### src/rtl/e15_arb_pkg.sv
// Shared types and constants for the E15 two-core ALU arbiter.
package e15_arb_pkg;

  typedef enum logic [1:0] {
    IDLE = 2'd0,
    EXEC = 2'd1,
    RESP = 2'd2
  } arbState_t;

  localparam int   W_DEF = 4;
  localparam logic REQ0  = 1'b0;
  localparam logic REQ1  = 1'b1;

endpackage

### src/rtl/e15_rr_pick.sv
// Two-way combinational round-robin picker: a lone requester wins, a tie goes
// to the requester that was not granted last.
module e15_rr_pick
  import e15_arb_pkg::*;
(
  input  logic valid0,
  input  logic valid1,
  input  logic last,
  output logic gnt_valid,
  output logic gnt_id
);

  // Grant selection
  always_comb begin
    gnt_valid = valid0 | valid1;
    gnt_id    = REQ0;
    if (valid0 && valid1) begin
      gnt_id = ~last;
    end else if (valid1) begin
      gnt_id = REQ1;
    end else begin
      gnt_id = REQ0;
    end
  end

endmodule

### src/rtl/e15_alu_arbiter.sv
// Time-shares one external add/sub ALU between two E15 cores.
// Optional per-requester saturating grant counters: define E15_ARB_GRANT_CNT_EN.
module e15_alu_arbiter
  import e15_arb_pkg::*;
#(
  parameter int W     = W_DEF,
  parameter int CNT_W = 8
) (
  input  logic         clk,
  input  logic         rst,
  input  logic         req0_valid,
  output logic         req0_ready,
  input  logic         req0_add_not_sub,
  input  logic [W-1:0] req0_src,
  input  logic [W-1:0] req0_dst,
  output logic         rsp0_valid,
  input  logic         rsp0_ready,
  output logic [W-1:0] rsp0_res,
  output logic         rsp0_z,
  input  logic         req1_valid,
  output logic         req1_ready,
  input  logic         req1_add_not_sub,
  input  logic [W-1:0] req1_src,
  input  logic [W-1:0] req1_dst,
  output logic         rsp1_valid,
  input  logic         rsp1_ready,
  output logic [W-1:0] rsp1_res,
  output logic         rsp1_z,
  output logic         alu_add_not_sub,
  output logic [W-1:0] alu_src,
  output logic [W-1:0] alu_dst,
  input  logic [W-1:0] alu_res,
  input  logic         alu_z,
  output logic         busy
`ifdef E15_ARB_GRANT_CNT_EN
  ,
  output logic [CNT_W-1:0] gnt_cnt0,
  output logic [CNT_W-1:0] gnt_cnt1
`endif
);

  arbState_t      state;
  arbState_t      stateNext;
  logic           lastGrant;
  logic           gntId;
  logic           pickValid;
  logic           pickId;
  logic           grantFire;
  logic           rspReadySel;
  logic           opAdd;
  logic [W-1:0]   opSrc;
  logic [W-1:0]   opDst;
  logic [W-1:0]   resQ;
  logic           zQ;

  e15_rr_pick uPick (
    .valid0    (req0_valid),
    .valid1    (req1_valid),
    .last      (lastGrant),
    .gnt_valid (pickValid),
    .gnt_id    (pickId)
  );

  // Ready is held low while reset is asserted so no core sees a phantom accept.
  assign grantFire   = (state == IDLE) && pickValid && !rst;
  assign req0_ready  = grantFire && (pickId == REQ0);
  assign req1_ready  = grantFire && (pickId == REQ1);
  assign rspReadySel = (gntId == REQ1) ? rsp1_ready : rsp0_ready;

  assign rsp0_valid  = (state == RESP) && (gntId == REQ0);
  assign rsp1_valid  = (state == RESP) && (gntId == REQ1);
  assign rsp0_res    = resQ;
  assign rsp1_res    = resQ;
  assign rsp0_z      = zQ;
  assign rsp1_z      = zQ;
  assign busy        = (state != IDLE);

  // The op registers only change on a grant, so they hold the last op outside EXEC.
  assign alu_add_not_sub = opAdd;
  assign alu_src         = opSrc;
  assign alu_dst         = opDst;

  // State register
  always_ff @(posedge clk or posedge rst) begin
    if (rst) begin
      state <= IDLE;
    end else begin
      state <= stateNext;
    end
  end

  // Next-state logic
  always_comb begin
    stateNext = state;
    case (state)
      IDLE: begin
        if (pickValid) begin
          stateNext = EXEC;
        end else begin
          stateNext = IDLE;
        end
      end
      EXEC: stateNext = RESP;
      RESP: begin
        if (rspReadySel) begin
          stateNext = IDLE;
        end else begin
          stateNext = RESP;
        end
      end
      default: stateNext = IDLE;
    endcase
  end

  // Operand latch on grant, result capture in EXEC
  always_ff @(posedge clk or posedge rst) begin
    if (rst) begin
      lastGrant <= REQ1;
      gntId     <= REQ0;
      opAdd     <= 1'b0;
      opSrc     <= '0;
      opDst     <= '0;
      resQ      <= '0;
      zQ        <= 1'b0;
    end else begin
      if (grantFire) begin
        gntId     <= pickId;
        lastGrant <= pickId;
        if (pickId == REQ1) begin
          opAdd <= req1_add_not_sub;
          opSrc <= req1_src;
          opDst <= req1_dst;
        end else begin
          opAdd <= req0_add_not_sub;
          opSrc <= req0_src;
          opDst <= req0_dst;
        end
      end
      if (state == EXEC) begin
        resQ <= alu_res;
        zQ   <= alu_z;
      end
    end
  end

  if (CNT_W < 1) begin : gBadCntW
  end

`ifdef E15_ARB_GRANT_CNT_EN
  logic [CNT_W-1:0] cnt0Q;
  logic [CNT_W-1:0] cnt1Q;

  // Saturating grant counters
  always_ff @(posedge clk or posedge rst) begin
    if (rst) begin
      cnt0Q <= '0;
      cnt1Q <= '0;
    end else begin
      if (grantFire && (pickId == REQ0) && (cnt0Q != '1)) begin
        cnt0Q <= cnt0Q + CNT_W'(1);
      end
      if (grantFire && (pickId == REQ1) && (cnt1Q != '1)) begin
        cnt1Q <= cnt1Q + CNT_W'(1);
      end
    end
  end

  assign gnt_cnt0 = cnt0Q;
  assign gnt_cnt1 = cnt1Q;
`endif

endmodule

### config.mk
export PLATFORM = sky130hd
export DESIGN_NAME = e15_alu_arbiter
export DESIGN_NICKNAME = d
export VERILOG_FILES = /design/src/rtl/e15_arb_pkg.sv /design/src/rtl/e15_rr_pick.sv /design/src/rtl/e15_alu_arbiter.sv
export SDC_FILE = /design/constraint.sdc
export NUM_CORES = 1
export LEC_CHECK = 0
export ABC_AREA = 0
export CAP_MARGIN = 15
export CORE_MARGIN = 5
export CORE_UTILIZATION = 35
export DETAILED_ROUTE_END_ITERATION = 16
export HOLD_SLACK_MARGIN = 0.08
export PLACE_DENSITY = 0.75
export SETUP_SLACK_MARGIN = 0.1
export SYNTH_ARGS = -nofsm -noshare
export SYNTH_HDL_FRONTEND = slang
export SYNTH_SLANG_ARGS = --single-unit
### constraint.sdc
create_clock -name clk -period 2.4 [get_ports clk]
set_input_delay 0.24 -clock clk [delete_from_list [all_inputs] [get_ports clk]]
set_output_delay 0.24 -clock clk [all_outputs]
set_load 0.05 [all_outputs]
; Yosys cells after proc, flatten, opt, wreduce, memory -nomap -nowiden
; Cells that the tools add are included.
[totals]
out_inout_bits = 24
regBits = 18
wordCells = 33
input_bits = 29
[op_classes]
n_bitwise = 4
n_eq_ne = 2
mux = 9
reduce_logical = 10
[ops]
columns = operator, count
row1 = 4-bit 2-to-1 mux, 2
row2 = 1-bit logical AND, 7
row3 = 2-bit one-hot mux with 3 select lines, 1
row4 = 1-bit 2-to-1 mux, 5
row5 = 1-bit inverter, 3
row6 = 2-bit by 1-bit equality test with 1-bit output (second input constant), 1
row7 = 2-bit equality test (second input constant), 1
row8 = 2-bit zero test, 1
row9 = 2-bit 2-to-1 mux, 1
row10 = 2-bit nonzero test, 1
row11 = 1-bit zero test, 1
row12 = 1-bit bitwise OR, 1

; Longest topological paths before layout
[depth]
word_depth = 4
mapped_depth = 4
depth_no_buf = 3

; Cells and area by module
; Synthesis repeated with hierarchy kept, for this count alone.
[unflattened]
cells_unflattened = 67
area_unflattened_um2 = 900.9
[by_module_without_submodules]
columns = mod, seq_area_each_um2, area_each_um2, cells_per_inst, instances
row1 = e15_alu_arbiter, 451.7, 887.1, 65, 1
row2 = e15_rr_pick, 0.0, 13.8, 2, 1

; Worst setup path before layout
; Ideal clock, no wire load.
[synth_timing]
path_type = register to output
startpoint = register state[1]
endpoint = output req0_ready
slack_ns = -0.104
arrival_ns = 2.264
path_stages_with_launch = 3
path_buffers = 0
t_required_ns = 2.160
cell_sequence = dfrtp_1 or2_4 nor4_1
[synth_between]
elab_chain_cells = 4
[synth_lines]
columns = item, line
row1 = start: declaration, e15_alu_arbiter.sv:42  ; arbState_t state;
row2 = start signal: assignment, e15_alu_arbiter.sv:88  ; state <= stateNext;
row3 = 2-bit zero test, e15_alu_arbiter.sv:65  ; assign grantFire = (state == IDLE) && pickValid && !rst;
row4 = 1-bit logical AND (2 in a row), e15_alu_arbiter.sv:65
row5 = 1-bit logical AND, e15_alu_arbiter.sv:66  ; assign req0_ready = grantFire && (pickId == REQ0);
row6 = end: declaration, e15_alu_arbiter.sv:12  ; output logic req0_ready,
; No other way between the ends.

; Final worst setup path
[layout_timing]
startpoint = register state[0]
endpoint = output rsp1_valid
[layout_between]
elab_chain_cells = 2
[layout_lines]
columns = item, line
row1 = 2-bit equality test, e15_alu_arbiter.sv:71  ; assign rsp1_valid = (state == RESP) && (gntId == REQ1);
row2 = 1-bit logical AND, e15_alu_arbiter.sv:71
row3 = end: declaration, e15_alu_arbiter.sv:25  ; output logic rsp1_valid,
; No other way between the ends.

==> results.sh <==
export IMPL_power_leakage_nw=0.592
export IMPL_drtAntennaViolNets=0
export IMPL_post_cts_buffers=0
export IMPL_hp_class="input port to async pin"
export IMPL_internal_power_mw=1.13
export IMPL_cp_start_kind="flip-flop"
export IMPL_fin_skew_ns=0.00439
export IMPL_diodes=0
export IMPL_cts_max_level=1
export IMPL_cts_root_buf="clkbuf_4"
export IMPL_yosysSeqAreaShare_pct=49.9
export IMPL_port_buffers=52
export IMPL_grtUsageMet2_pct=20.3
export IMPL_placed_area_um2=1420
export IMPL_ir_worst_vdd_v=0.000969
export IMPL_yosysTopAreaCell="dfrtp_1"
export IMPL_grt_max_degree=19
export IMPL_io_pins=53
export IMPL_drt_first_iter_violations=8
export IMPL_post_route_drc_count=0
export IMPL_gp_congestion=0.705
export IMPL_cpLargestDelayFamily="buffers and inverters"
export IMPL_grt_antenna_before_repair=0
export IMPL_pwr_share_clk_pct=8.2
export IMPL_syn_avg_cell_area_um2=13.7
export IMPL_arrival_ns=1.87
export IMPL_clk_latency_ns=0.29
export IMPL_worstSetupEndpointType="output port"
export IMPL_crit_slowest_cell="clkdlybuf4s50_1"
export IMPL_ctsHoldBuffers=0
export IMPL_p_sw_share_pct=49.2
export IMPL_final_common_cell="clkdlybuf4s50_1"
export IMPL_gr_max_usage_layer="met2"
export IMPL_clock_path_buffers=2
export IMPL_max_freq_mhz=473
export IMPL_pwr_share_seq_pct=25.3
export IMPL_synth_fa_ha_area_share_pct=0
export IMPL_rsz0062_at_grt="no"
export IMPL_fin_util_pct=58.8
export IMPL_cts_buffers=3
export IMPL_synth_cells=66
export IMPL_combPwrFrac_pct=66.5
export IMPL_synthMuxAreaShare_pct=32.3
export IMPL_finalCritPeriodShare_pct=88.0
export IMPL_setup_viol=0
export IMPL_cp_data_required_time_ns=2.16
export IMPL_cts_sinks=18
export IMPL_syn_area_um2=906
export IMPL_drv_slew=0
export IMPL_multi_input_area_um2=389
export IMPL_final_nets=145
export IMPL_finalPower_mw=2.22
export IMPL_synth_top_area_share_pct=47.0
export IMPL_p_sw_mw=1.09
export IMPL_worst_path_buf_inv=1
export IMPL_rows=18
export IMPL_grt_use_met3_pct=3.19
export IMPL_drt_pass1_iter_count=2
export IMPL_gr_total_overflow=0
export IMPL_layout_drive_gt1_share_pct=33.0
export IMPL_yosysWarnings=0
export IMPL_yosysUniqueCellTypes=16
export IMPL_die_area_um2=3710
export IMPL_period_needed_ns=2.11
export IMPL_grt_total_usage_pct=12.0
export IMPL_final_cell_mix="clkdlybuf4s50_1 (50), mux2_2 (26), dfrtp_1 (17), nor2_1 (4), clkbuf_4 (3)"
export IMPL_max_slew_margin_rel_pct=55.9
export IMPL_routed_via_count=668
export IMPL_use_met1_pct=13.6
export IMPL_wl_per_cell_um=13.8
export IMPL_path_max_fanout=3
export IMPL_grt_pass1_wl_um=3240
export IMPL_synth_simple_gate_area_share_pct=7.32
export IMPL_maxCapViolations=0
export IMPL_fin_tns_setup_ns=0
export IMPL_area_growth_pct=60.9
export IMPL_fp_coreArea_um2=2480
export IMPL_slowest_delay_ns=0.82
export IMPL_status="complete, no violations"
export IMPL_routed_wl_um=2000
export IMPL_ys_ff_latch=18
export IMPL_tightestPinTransition_ns=0.661
export IMPL_clk_pin_slew_ns=0.10
export IMPL_design_area_um2=1460
export IMPL_ctsResizeCount=0
export IMPL_synth_area_top_cells="dfrtp_1 (47%), mux2_2 (32%), buf_4 (4.1%), dfstp_2 (2.9%), buf_6 (2.5%)"
export IMPL_synth_xor_area_share_pct=0
export IMPL_crit_type="flip-flop to output port"
export IMPL_dp_hpwl_um=1640
export IMPL_synth_top_family_by_area="multiplexers"
export IMPL_path_cells="or2b_1 > nor2_1 > clkdlybuf4s50_1"
export IMPL_syn_nets=95
export IMPL_power_density_nw_per_um2=1520
export IMPL_tritoncts="done"
export IMPL_die_height_um=60.9
export IMPL_report_final_hold_viol_count=0
export IMPL_die_w_um=60.9
export IMPL_start_util_pct=36.6
export IMPL_n_fill_cell=198
export IMPL_grt_pass1_vias=745
export IMPL_ff2ff_setup_slack_ns=0.71
export IMPL_viasPerCell=4.61
export IMPL_regArea_um2=452
export IMPL_synth_compound_area_share_pct=2.62
==> power groups by stage <==
stage / registers [mW] / logic, mW / clock network, mW
after floorplan: 0.984 / 0.649 / 0
after global placement: 0.563 / 1.48 / 0
after detailed placement: 0.571 / 1.49 / 0
after CTS: 0.564 / 1.49 / 0.193
after global routing: 0.588 / 1.54 / 0.205
final: 0.561 / 1.47 / 0.183
==> through the flow <==
stage          hold WS, ns  cells  setup slack (ns)
2_1_floorplan        0.178     66             0.477
3_3_place_gp         0.489    141             0.518
3_5_place_dp         0.498    141             0.489
4_1_cts              0.494    145             0.268
5_1_grt              0.534    145             0.192
6_report             0.473    145             0.288
==> registers in the layout, indices dropped and copies added, names as in the netlist <==
name and count:
state 2, rsp0_res 4, rsp0_z 1, alu_src 4, alu_dst 4, gntId 1, alu_add_not_sub 1, lastGrant 1
==> layer usage <==
layer	wire length, um	part of all wire (%)
met5	0	0
met4	26	1.3
met3	176	8.8
met2	1030	51
met1	771	39
==> area by class of cell <==
type                    instances  area share, %
well taps                      30           2.58
multi-input cells              38           26.7
repair buffers                 53           36.7
clock buffers                   4           2.49
inverters                       2          0.515
flip-flops and latches         18           31.0
==> cell families after synthesis <==
logic type / after synthesis
AO/OA/AOI/OAI: 2
buffers and inverters: 10
flip-flops: 18
multiplexers: 26
AND/OR/NAND/NOR: 10
==> cells in the mapped netlist <==
cell      number
clkbuf_1       1
nor3_4         1
buf_6          2
or2_4          1
dfstp_2        1
nand2b_1       1
nor4_1         1
and2_1         1
mux2_2        26
or2b_1         1
inv_1          2
o21ai_0        1
buf_4          5
dfrtp_1       17
a21boi_4       1
nor2_1         4
==> worst paths after layout <==
check / startpoint / end / cells after the start
max in group asynchronous: rst / rsp0_res[3]$_DFFE_PP0N_ / 2
hold / removal: rst / alu_dst[0]$_DFFE_PP0P_ / 2
min in group clk: alu_src[0]$_DFFE_PP0P_ / alu_src[0]$_DFFE_PP0P_ / 1
hold reg to reg: alu_src[0]$_DFFE_PP0P_ / alu_src[0]$_DFFE_PP0P_ / 1
setup / recovery: state[0]$_DFF_PP0_ / rsp1_valid / 3
setup reg to reg: state[1]$_DFF_PP0_ / alu_src[3]$_DFFE_PP0P_ / 4
Power figures use the tool's default switching activity.
